File: src/rtl/seq_det_pkg.sv
// Shared encodings for the time-shared ones-modulo-3 detector and its controller.
package seq_det_pkg;

  localparam int N_DEF = 4;
  localparam int W_DEF = 8;

  typedef enum logic [1:0] {
    IDLE  = 2'd0,
    SHIFT = 2'd1,
    DONE  = 2'd2
  } fsm_e;

  typedef enum logic [1:0] {
    C0 = 2'd0,
    C1 = 2'd1,
    C2 = 2'd2
  } det_e;

  // A 0 holds the count; a 1 advances it, wrapping C2 back to C0.
  function automatic det_e det_next(input det_e s, input logic b);
    det_e n;
    if (!b) begin
      n = s;
    end else begin
      case (s)
        C0:      n = C1;
        C1:      n = C2;
        default: n = C0;
      endcase
    end
    return n;
  endfunction

endpackage

File: src/rtl/ones_det_ctx.sv
// Ones-modulo-3 detector with a loadable state, so a saved context can be resumed.
module ones_det_ctx
  import seq_det_pkg::*;
(
  input  logic       clk,
  input  logic       rst,
  input  logic       load,
  input  logic [1:0] load_state,
  input  logic       bit_vld,
  input  logic       bit_in,
  output logic       hit,
  output logic [1:0] state_out
);

  det_e state_q, state_d;

  always_comb begin
    state_d = state_q;
    if (load) begin
      state_d = det_e'(load_state);
    end else if (bit_vld) begin
      state_d = det_next(state_q, bit_in);
    end else begin
      state_d = state_q;
    end
  end

  always_ff @(posedge clk or posedge rst) begin
    if (rst) begin
      state_q <= C0;
    end else begin
      state_q <= state_d;
    end
  end

  assign hit       = bit_vld & bit_in & (state_q == C2);
  assign state_out = state_q;

endmodule

File: src/rtl/det_share_sched.sv
// Round-robin scheduler time-sharing one ones-modulo-3 detector among N requesters,
// keeping a per-requester detector context between words.
module det_share_sched
  import seq_det_pkg::*;
#(
  parameter  int N  = N_DEF,
  parameter  int W  = W_DEF,
  localparam int IW = (N > 1) ? $clog2(N) : 1,
  localparam int HW = $clog2(W + 1),
  localparam int CW = $clog2(W + 1)
) (
  input  logic            clk,
  input  logic            rst,
  input  logic [N-1:0]    req,
  input  logic [N*W-1:0]  data_i,
  input  logic [N-1:0]    ctx_clr,
  output logic [N-1:0]    gnt,
  output logic            busy,
  output logic            done,
  output logic [IW-1:0]   done_id,
  output logic [HW-1:0]   hit_cnt
);

  fsm_e            state_q, state_d;
  logic [W-1:0]    sh_q, sh_d;
  logic [CW-1:0]   cnt_q, cnt_d;
  logic [IW-1:0]   id_q, id_d;
  logic [IW-1:0]   last_q, last_d;
  logic [HW-1:0]   hit_q, hit_d;
  logic            clr_pend_q, clr_pend_d;
  logic [N-1:0]    gnt_q, gnt_d;
  logic            busy_q, busy_d;
  logic            done_q, done_d;
  det_e            ctx_q [N];
  det_e            ctx_d [N];

  logic            win_vld;
  logic [IW-1:0]   win;
  logic            det_load;
  logic [1:0]      det_load_state;
  logic            bit_vld;
  logic            det_hit;
  logic [1:0]      det_state;

  // Round-robin search starting one past the last grant.
  always_comb begin
    win_vld = 1'b0;
    win     = '0;
    for (int k = 1; k <= N; k++) begin
      if (!win_vld && req[(int'(last_q) + k) % N]) begin
        win_vld = 1'b1;
        win     = IW'((int'(last_q) + k) % N);
      end else begin
        win_vld = win_vld;
      end
    end
  end

  always_comb begin
    state_d        = state_q;
    sh_d           = sh_q;
    cnt_d          = cnt_q;
    id_d           = id_q;
    last_d         = last_q;
    hit_d          = hit_q;
    clr_pend_d     = clr_pend_q;
    gnt_d          = '0;
    busy_d         = busy_q;
    done_d         = 1'b0;
    det_load       = 1'b0;
    det_load_state = C0;
    bit_vld        = 1'b0;
    // Clears for requesters not in service take effect immediately.
    for (int i = 0; i < N; i++) begin
      ctx_d[i] = (ctx_clr[i] && !(busy_q && (id_q == IW'(i)))) ? C0 : ctx_q[i];
    end
    case (state_q)
      IDLE: begin
        if (win_vld) begin
          sh_d           = data_i[int'(win)*W +: W];
          id_d           = win;
          last_d         = win;
          hit_d          = '0;
          cnt_d          = '0;
          clr_pend_d     = 1'b0;
          gnt_d[win]     = 1'b1;
          busy_d         = 1'b1;
          det_load       = 1'b1;
          det_load_state = ctx_clr[win] ? C0 : ctx_q[win];
          state_d        = SHIFT;
        end else begin
          state_d = IDLE;
        end
      end
      SHIFT: begin
        bit_vld    = 1'b1;
        sh_d       = sh_q >> 1;
        hit_d      = hit_q + HW'(det_hit);
        cnt_d      = cnt_q + CW'(1);
        clr_pend_d = clr_pend_q | ctx_clr[id_q];
        if (cnt_q == CW'(W - 1)) begin
          state_d = DONE;
          done_d  = 1'b1;
        end else begin
          state_d = SHIFT;
        end
      end
      DONE: begin
        // A clear seen at any point during service overrides the save.
        ctx_d[id_q] = (clr_pend_q || ctx_clr[id_q]) ? C0 : det_e'(det_state);
        busy_d      = 1'b0;
        state_d     = IDLE;
      end
      default: begin
        busy_d  = 1'b0;
        state_d = IDLE;
      end
    endcase
  end

  always_ff @(posedge clk or posedge rst) begin
    if (rst) begin
      state_q    <= IDLE;
      sh_q       <= '0;
      cnt_q      <= '0;
      id_q       <= '0;
      last_q     <= IW'(N - 1);
      hit_q      <= '0;
      clr_pend_q <= 1'b0;
      gnt_q      <= '0;
      busy_q     <= 1'b0;
      done_q     <= 1'b0;
      for (int i = 0; i < N; i++) begin
        ctx_q[i] <= C0;
      end
    end else begin
      state_q    <= state_d;
      sh_q       <= sh_d;
      cnt_q      <= cnt_d;
      id_q       <= id_d;
      last_q     <= last_d;
      hit_q      <= hit_d;
      clr_pend_q <= clr_pend_d;
      gnt_q      <= gnt_d;
      busy_q     <= busy_d;
      done_q     <= done_d;
      for (int i = 0; i < N; i++) begin
        ctx_q[i] <= ctx_d[i];
      end
    end
  end

  ones_det_ctx u_det (
    .clk        (clk),
    .rst        (rst),
    .load       (det_load),
    .load_state (det_load_state),
    .bit_vld    (bit_vld),
    .bit_in     (sh_q[0]),
    .hit        (det_hit),
    .state_out  (det_state)
  );

  assign gnt     = gnt_q;
  assign busy    = busy_q;
  assign done    = done_q;
  assign done_id = id_q;
  assign hit_cnt = hit_q;

endmodule
File: config.mk
export PLATFORM = sky130hd
export DESIGN_NAME = det_share_sched
export DESIGN_NICKNAME = d
export VERILOG_FILES = /design/src/rtl/seq_det_pkg.sv /design/src/rtl/ones_det_ctx.sv /design/src/rtl/det_share_sched.sv
export SDC_FILE = /design/constraint.sdc
export NUM_CORES = 1
export LEC_CHECK = 0
export CORE_MARGIN = 2
export CORE_UTILIZATION = 45
export DETAILED_ROUTE_END_ITERATION = 12
export PLACE_DENSITY = 0.87
export SLEW_MARGIN = 20
export SYNTH_ARGS = -nofsm -noshare
export SYNTH_HDL_FRONTEND = slang
export SYNTH_SLANG_ARGS = --single-unit
File: constraint.sdc
create_clock -name clk -period 2.05 [get_ports clk]
set_clock_uncertainty 0.05 [all_clocks]
set_input_delay 0.615 -clock clk [delete_from_list [all_inputs] [get_ports clk]]
set_output_delay 0.615 -clock clk [all_outputs]
set_load 0.02 [all_outputs]
==> Yosys cells after proc, flatten, opt, wreduce, memory -nomap -nowiden <==
Index checks and enable logic that the tools add are counted.
{ "totals": {"register_bits": 39, "input_bits": 42, "wordCells": 150} }
{ "op_classes": {"reduce_logical": 35, "shifts": 1, "eq_ne": 9, "mux": 64, "bitwise": 10, "add_sub_neg": 6, "magnitude_cmp": 10} }
{ "ops": {"columns": ["cell", "n"], "rows": [
  ["$mux 2", 19],
  ["$shiftx 32x6->8", 1],
  ["$mux 1", 23],
  ["$lt 3x4->1 const B", 4],
  ["$mux 8", 2],
  ["$pmux 4 s2", 2],
  ["$pmux 8 s2", 1],
  ["$logic_and 1x1->1", 13],
  ["$bmux 1 s2", 6],
  ["$mux 4", 3],
  ["$bwmux 8", 1],
  ["$eq 2x2->1 const B", 4],
  ["$pmux 2 s2", 2],
  ["$reduce_and 2->1", 4],
  ["$reduce_or 2->1", 4],
  ["$logic_not 1->1", 7],
  ["$eq 2x1->1 const B", 3],
  ["$ge 3x3->1 const B", 2],
  ["$logic_not 2->1", 3],
  ["$lt 2x3->1 const B", 2],
  ["$not 2->3", 2],
  ["$reduce_bool 2->1", 3],
  ["$add 2x1->2 const B", 2],
  ["$add 2x2->2 const B", 2],
  ["other kinds (15)", 20]
]} }

==> Logic depth before layout (Yosys ltp) <==
{ "logic_depth": {"ltp_word": 24, "ltp_mapped": 9, "mapped_depth_nobuf": 7} }

==> Modules after synthesis <==
A second synthesis with hierarchy kept.
{ "unflattened": {"cells_unflattened": 232, "hier_area_um2": 2203.4} }
{ "modules_own_cells": {"columns": ["mod", "cells_per_inst", "area_each_um2", "n_inst"], "rows": [
  ["det_share_sched", 220, 2070.7, 1],
  ["ones_det_ctx", 12, 132.6, 1]
]} }

==> Worst setup path before layout <==
No wires, ideal clock.
{ "synth_timing": {"path_kind": "input-to-reg", "from": "input port req[0]", "to": "register sh_q[6]", "arrival_ps": 2023, "slack_ps": -126, "n_path_buf": 0, "stages": 4, "required_time_ps": 1896, "path_cell_list": "or2_1 a311oi_1 mux2_2 a221oi_1"} }
{ "synth_via": {"elab_chain_cells": 16, "elab_cells_between_ends": 31, "cone_classes": "eq/ne (1); shift (1); mux (22); reduce/logical (7)"} }
{ "synth_lines": {"columns": ["element", "line", "source"], "rows": [
  ["start, declared", "det_share_sched.sv:14", "input logic [N-1:0] req,"],
  ["$bmux 1 s2", "det_share_sched.sv:50", "if (!win_vld && req[(int'(last_q) + k) % N]) begin"],
  ["$mux 1 (not written as such) (2 in series)", "det_share_sched.sv:50", null],
  ["$mux 1", "det_share_sched.sv:50", null],
  ["$logic_not 1->1", "det_share_sched.sv:50", null],
  ["$logic_and 1x1->1", "det_share_sched.sv:50", null],
  ["$mux 1", "det_share_sched.sv:50", null],
  ["$logic_not 1->1", "det_share_sched.sv:50", null],
  ["$logic_and 1x1->1", "det_share_sched.sv:50", null],
  ["$mux 1", "det_share_sched.sv:50", null],
  ["$logic_not 1->1", "det_share_sched.sv:50", null],
  ["$logic_and 1x1->1", "det_share_sched.sv:50", null],
  ["$mux 2", "det_share_sched.sv:50", null],
  ["$shiftx 32x6->8", "det_share_sched.sv:80", "sh_d = data_i[int'(win)*W +: W];"],
  ["$mux 8", "det_share_sched.sv:79", "if (win_vld) begin"],
  ["$pmux 8 s2", "det_share_sched.sv:77", "case (state_q)"],
  ["end signal, assigned", "det_share_sched.sv:124", "sh_q <= '0;"],
  ["end signal, assigned", "det_share_sched.sv:138", "sh_q <= sh_d;"],
  ["end, declared", "det_share_sched.sv:25", "logic [W-1:0] sh_q, sh_d;"]
]} }
Several ways; a longest one is shown, not always the timed one. The select of a mux whose other input is x is not followed.
A chain may end at the register's enable or synchronous reset.

==> Worst setup path after layout <==
{ "layout_timing": {"from": "register last_q[0]", "to": "register u_det.state_q[0], in the netlist u_det.state_out[0]"} }
{ "layout_via": {"elab_chain_cells": 22, "elab_cells_between_ends": 45, "cone_classes": "add/sub (4); mux (31); bitwise (1); reduce/logical (9)"} }
{ "layout_lines": {"columns": ["element", "line", "source"], "rows": [
  ["start, declared", "det_share_sched.sv:28", "logic [IW-1:0] last_q, last_d;"],
  ["start signal, assigned", "det_share_sched.sv:127", "last_q <= IW'(N - 1);"],
  ["start signal, assigned", "det_share_sched.sv:141", "last_q <= last_d;"],
  ["$add 2x1->2", "det_share_sched.sv:50, det_share_sched.sv:52", null],
  ["$bmux 1 s2", "det_share_sched.sv:50", null],
  ["$mux 1 (not written as such) (2 in series)", "det_share_sched.sv:50", null],
  ["$mux 1", "det_share_sched.sv:50", null],
  ["$logic_not 1->1", "det_share_sched.sv:50", null],
  ["$logic_and 1x1->1", "det_share_sched.sv:50", null],
  ["$mux 1", "det_share_sched.sv:50", null],
  ["$logic_not 1->1", "det_share_sched.sv:50", null],
  ["(+4 left out)", null, null],
  ["$mux 2", "det_share_sched.sv:50", null],
  ["$not 2->3 (not written as such)", "det_share_sched.sv:89", "det_load_state = ctx_clr[win] ? C0 : ctx_q[win];"],
  ["$bmux 2 s2", "det_share_sched.sv:89", null],
  ["$mux 2 (not written as such) (2 in series)", "det_share_sched.sv:89", null],
  ["$mux 2", "det_share_sched.sv:89", null],
  ["$mux 2", "det_share_sched.sv:79", null],
  ["$mux 2", "det_share_sched.sv:77", null],
  ["$mux 2", "ones_det_ctx.sv:19", "if (load) begin"],
  ["end signal, assigned", "ones_det_ctx.sv:32", "state_q <= state_d;"],
  ["end, declared", "ones_det_ctx.sv:15", "det_e state_q, state_d;"]
]} }
Several ways; a longest one is shown, not always the timed one. The select of a mux whose other input is x is not followed.

==> metrics.yaml <==
global_route:
  grt_pass1_vias: 2306
  track_usage: 0.261
  grt_max_degree: 40
  grt_pass1_wl_um: 11000
  antenna_found_initial: 0
  grt-ovfl-total: 0
logic_synthesis:
  yosysTopAreaCell: "dfrtp_1"
  synth-seq-area-share: 0.439
  synth_cell_types: 50
  synthArstFlopShare: 1.00
  synth-edff-count: 0
  synthesis.instances: 235
  synth.yosys.warnings: 0
  ys_ff_latch: 39
  avgSynthCellArea_um2: 9.49
  netlist_area_um2: 2230
  synth_flop_cell: "dfrtp_1"
  synth.area.top_cells: "dfrtp_1, a22o_1, nor2_1"
  syn_nets: 280
  synth.top_cell.area_share: 0.415
cts:
  htreeDepth: 2
  cts_tree: "done"
  clkLatencyLatePin_ns: 0.29
  clockBufferDepth: 2
  clock-sinks: 39
  clk_pin_slew_ns: 0.08
  ctsRootBufferMaster: "clkbuf_8"
  cts_hold_buf: 0
  cts_buffers: 5
route:
  vias: 2272
  firstDrtPassIters: 4
  drt_iter0_markers: 233
  ant_nets: 0
  drc: 0
  wirelength_um: 6770
  wire_per_inst_um: 17.0
  via_per_inst: 5.71
setup_path:
  crit_family: "compound AO/OA/AOI/OAI gates"
  cp-end-kind: "flop"
  critical_path.max_fanout: 6
  cp-start-kind: "flop"
  crit_slowest_cell: "dfstp_2"
  arrival_ns: 2.22
  crit_type: "reg2reg"
  crit_chain: "buf_4 > nor3b_4 > a311o_4 > or3_4 > a211oi_2 > o211ai_1 > a21oi_2"
  critical_path_required_ns: 2.22
  worst-path-buf-inv: 1
  critPathMaxStageDelay_ns: 0.58
timing:
  setup_viol: 0
  relSlewSlack: 0.679
  period_minus_slack_ns: 2.05
  hold_viol_final: 0
  drv_slew: 0
  post-route-period-util: 0.998
  worst_slew_pin_slew_ns: 0.482
  fmax_ghz: 0.489
  fin_setup_tns_ns: 0
  rsz0062_at_grt: "true"
worst_hold_path:
  hp-class: "reg2reg"
final_layout:
  drive_gt1_frac: 0.266
  syn2layout_area_growth_pct: 50.1
  final_nets: 375
  final_common_cell: "clkdlybuf4s50_1"
  post-route-util: 0.704
  num_antenna_cells: 0
  layout_common_cells: "clkdlybuf4s50_1, buf_4, dfrtp_1, nor2_1, a21oi_1"
floorplan:
  dieArea_um2: 5540
  dieHeight_um: 74.4
  ios: 54
  rows: 25
  core_um2: 4750
  die_x_um: 74.4
  start_util: 0.469
pwr:
  power.density_nw_per_um2: 1260
  irDropWorstVdd_mv: 0.742
  power_mw: 4.21
  p_leak_nw: 1.48
run:
  cap_violations: 0
placement:
  place_congestion: 0.907
  port-buffer-count: 53
  place_hpwl_um: 4690
outcome:
  outcome: "finished, final reports clean"
==> cell usage after synthesis (2+ instances only) <==
| cell | n |
|---|---|
| a32o_1 | 2 |
| o22ai_1 | 2 |
| inv_1 | 11 |
| o211ai_1 | 9 |
| a21oi_1 | 18 |
| mux2i_1 | 9 |
| a22o_1 | 15 |
| nor2b_1 | 4 |
| buf_2 | 4 |
| nor2_1 | 29 |
| clkbuf_1 | 8 |
| o221ai_1 | 4 |
| nand2b_1 | 4 |
| or2_2 | 2 |
| mux2_2 | 2 |
| ha_1 | 3 |
| nand2_1 | 14 |
| nor3_1 | 4 |
| and2_1 | 2 |
| dfrtp_1 | 37 |
| and3_1 | 2 |
| mux4_2 | 2 |
| nand3_1 | 7 |
| dfstp_2 | 2 |
| o21ai_0 | 11 |
| a22oi_1 | 4 |
==> flip-flops by register name, summed over array words and instances (netlist names) <==
signal and cells:
done 1, sh_q 8, cnt_q 4, hit_cnt 4
gnt 4, u_det.state_out 2, clr_pend_q 1, busy 1
state_q 2, ctx_q 8, done_id 2, last_q 2
==> routing by layer <==
| layer | vias to the layer above | routed length (um) | track usage | share of wire |
|---|---|---|---|---|
| met4 | 0 | 120 | 0.0933 | 0.018 |
| li1 | 1053 | - | - | - |
| met2 | 102 | 3360 | 0.441 | 0.50 |
| met3 | 16 | 490 | 0.0528 | 0.072 |
| met1 | 1101 | 2790 | 0.334 | 0.41 |
| met5 | - | 0 | 0 | 0 |
==> report_power, final <==
group	internal [mW]	total, mW	leakage (nW)	switching (mW)
registers	1.04	1.25	0.496	0.215
logic	1.22	2.46	0.939	1.23
clock network	0.238	0.507	0.0412	0.269
total	2.50	4.21	1.48	1.72
==> through the flow <==
step | setup WS (ns) | cell area [um^2] | hold slack (ns) | instances
2_1_floorplan | -0.109 | 2250 | 0.392 | 235
3_3_place_gp | -0.695 | 3130 | 0.410 | 382
3_5_place_dp | -0.749 | 3130 | 0.440 | 382
4_1_cts | -0.0283 | 3270 | 0.456 | 396
5_1_grt | -0.0793 | 3350 | 0.478 | 398
6_report | 0.00353 | 3350 | 0.456 | 398
==> logic make-up (layout without fill, tap and decap cells) <==
group,after synthesis,in the layout,synth area share
compound gates,77,77,0.251
fa+ha+maj,3,3,0.0168
flops,39,39,0.439
mux,13,13,0.0707
buf+inv,25,121,0.0494
simple gates,77,77,0.170
xor+xnor,1,1,0.00393
==> repair_timing <==
item                       CTS  global route
resized for setup           21            15
setup endpoints to repair   24            18
pin swaps                    7            14
buffers inserted             6             3
==> path summary, 6_finish.rpt <==
path	startpoint	endpoint	slack [ns]	depth (start not counted)
min	cnt_q[3]	cnt_q[3]	0.46	1
max reg2reg	last_q[0]	u_det.state_out[0]	0.004	7
max in group asynchronous	rst	last_q[0]	1.06	3
min reg2reg	cnt_q[3]	cnt_q[3]	0.46	1
min in group asynchronous	rst	ctx_q[5]	0.63	3
max	last_q[0]	u_det.state_out[0]	0.004	7
==> area by class of cell <==
cell class,instances,area (um^2)
Tap cell,67,83.8
Timing Repair Buffer,102,925
Clock buffer,6,72.6
Fill cell,331,1410
Multi-Input combinational cell,171,1230
Clock inverter,2,12.5
Inverter,11,41.3
Sequential cell,39,978
Power figures use the tool's default switching activity.
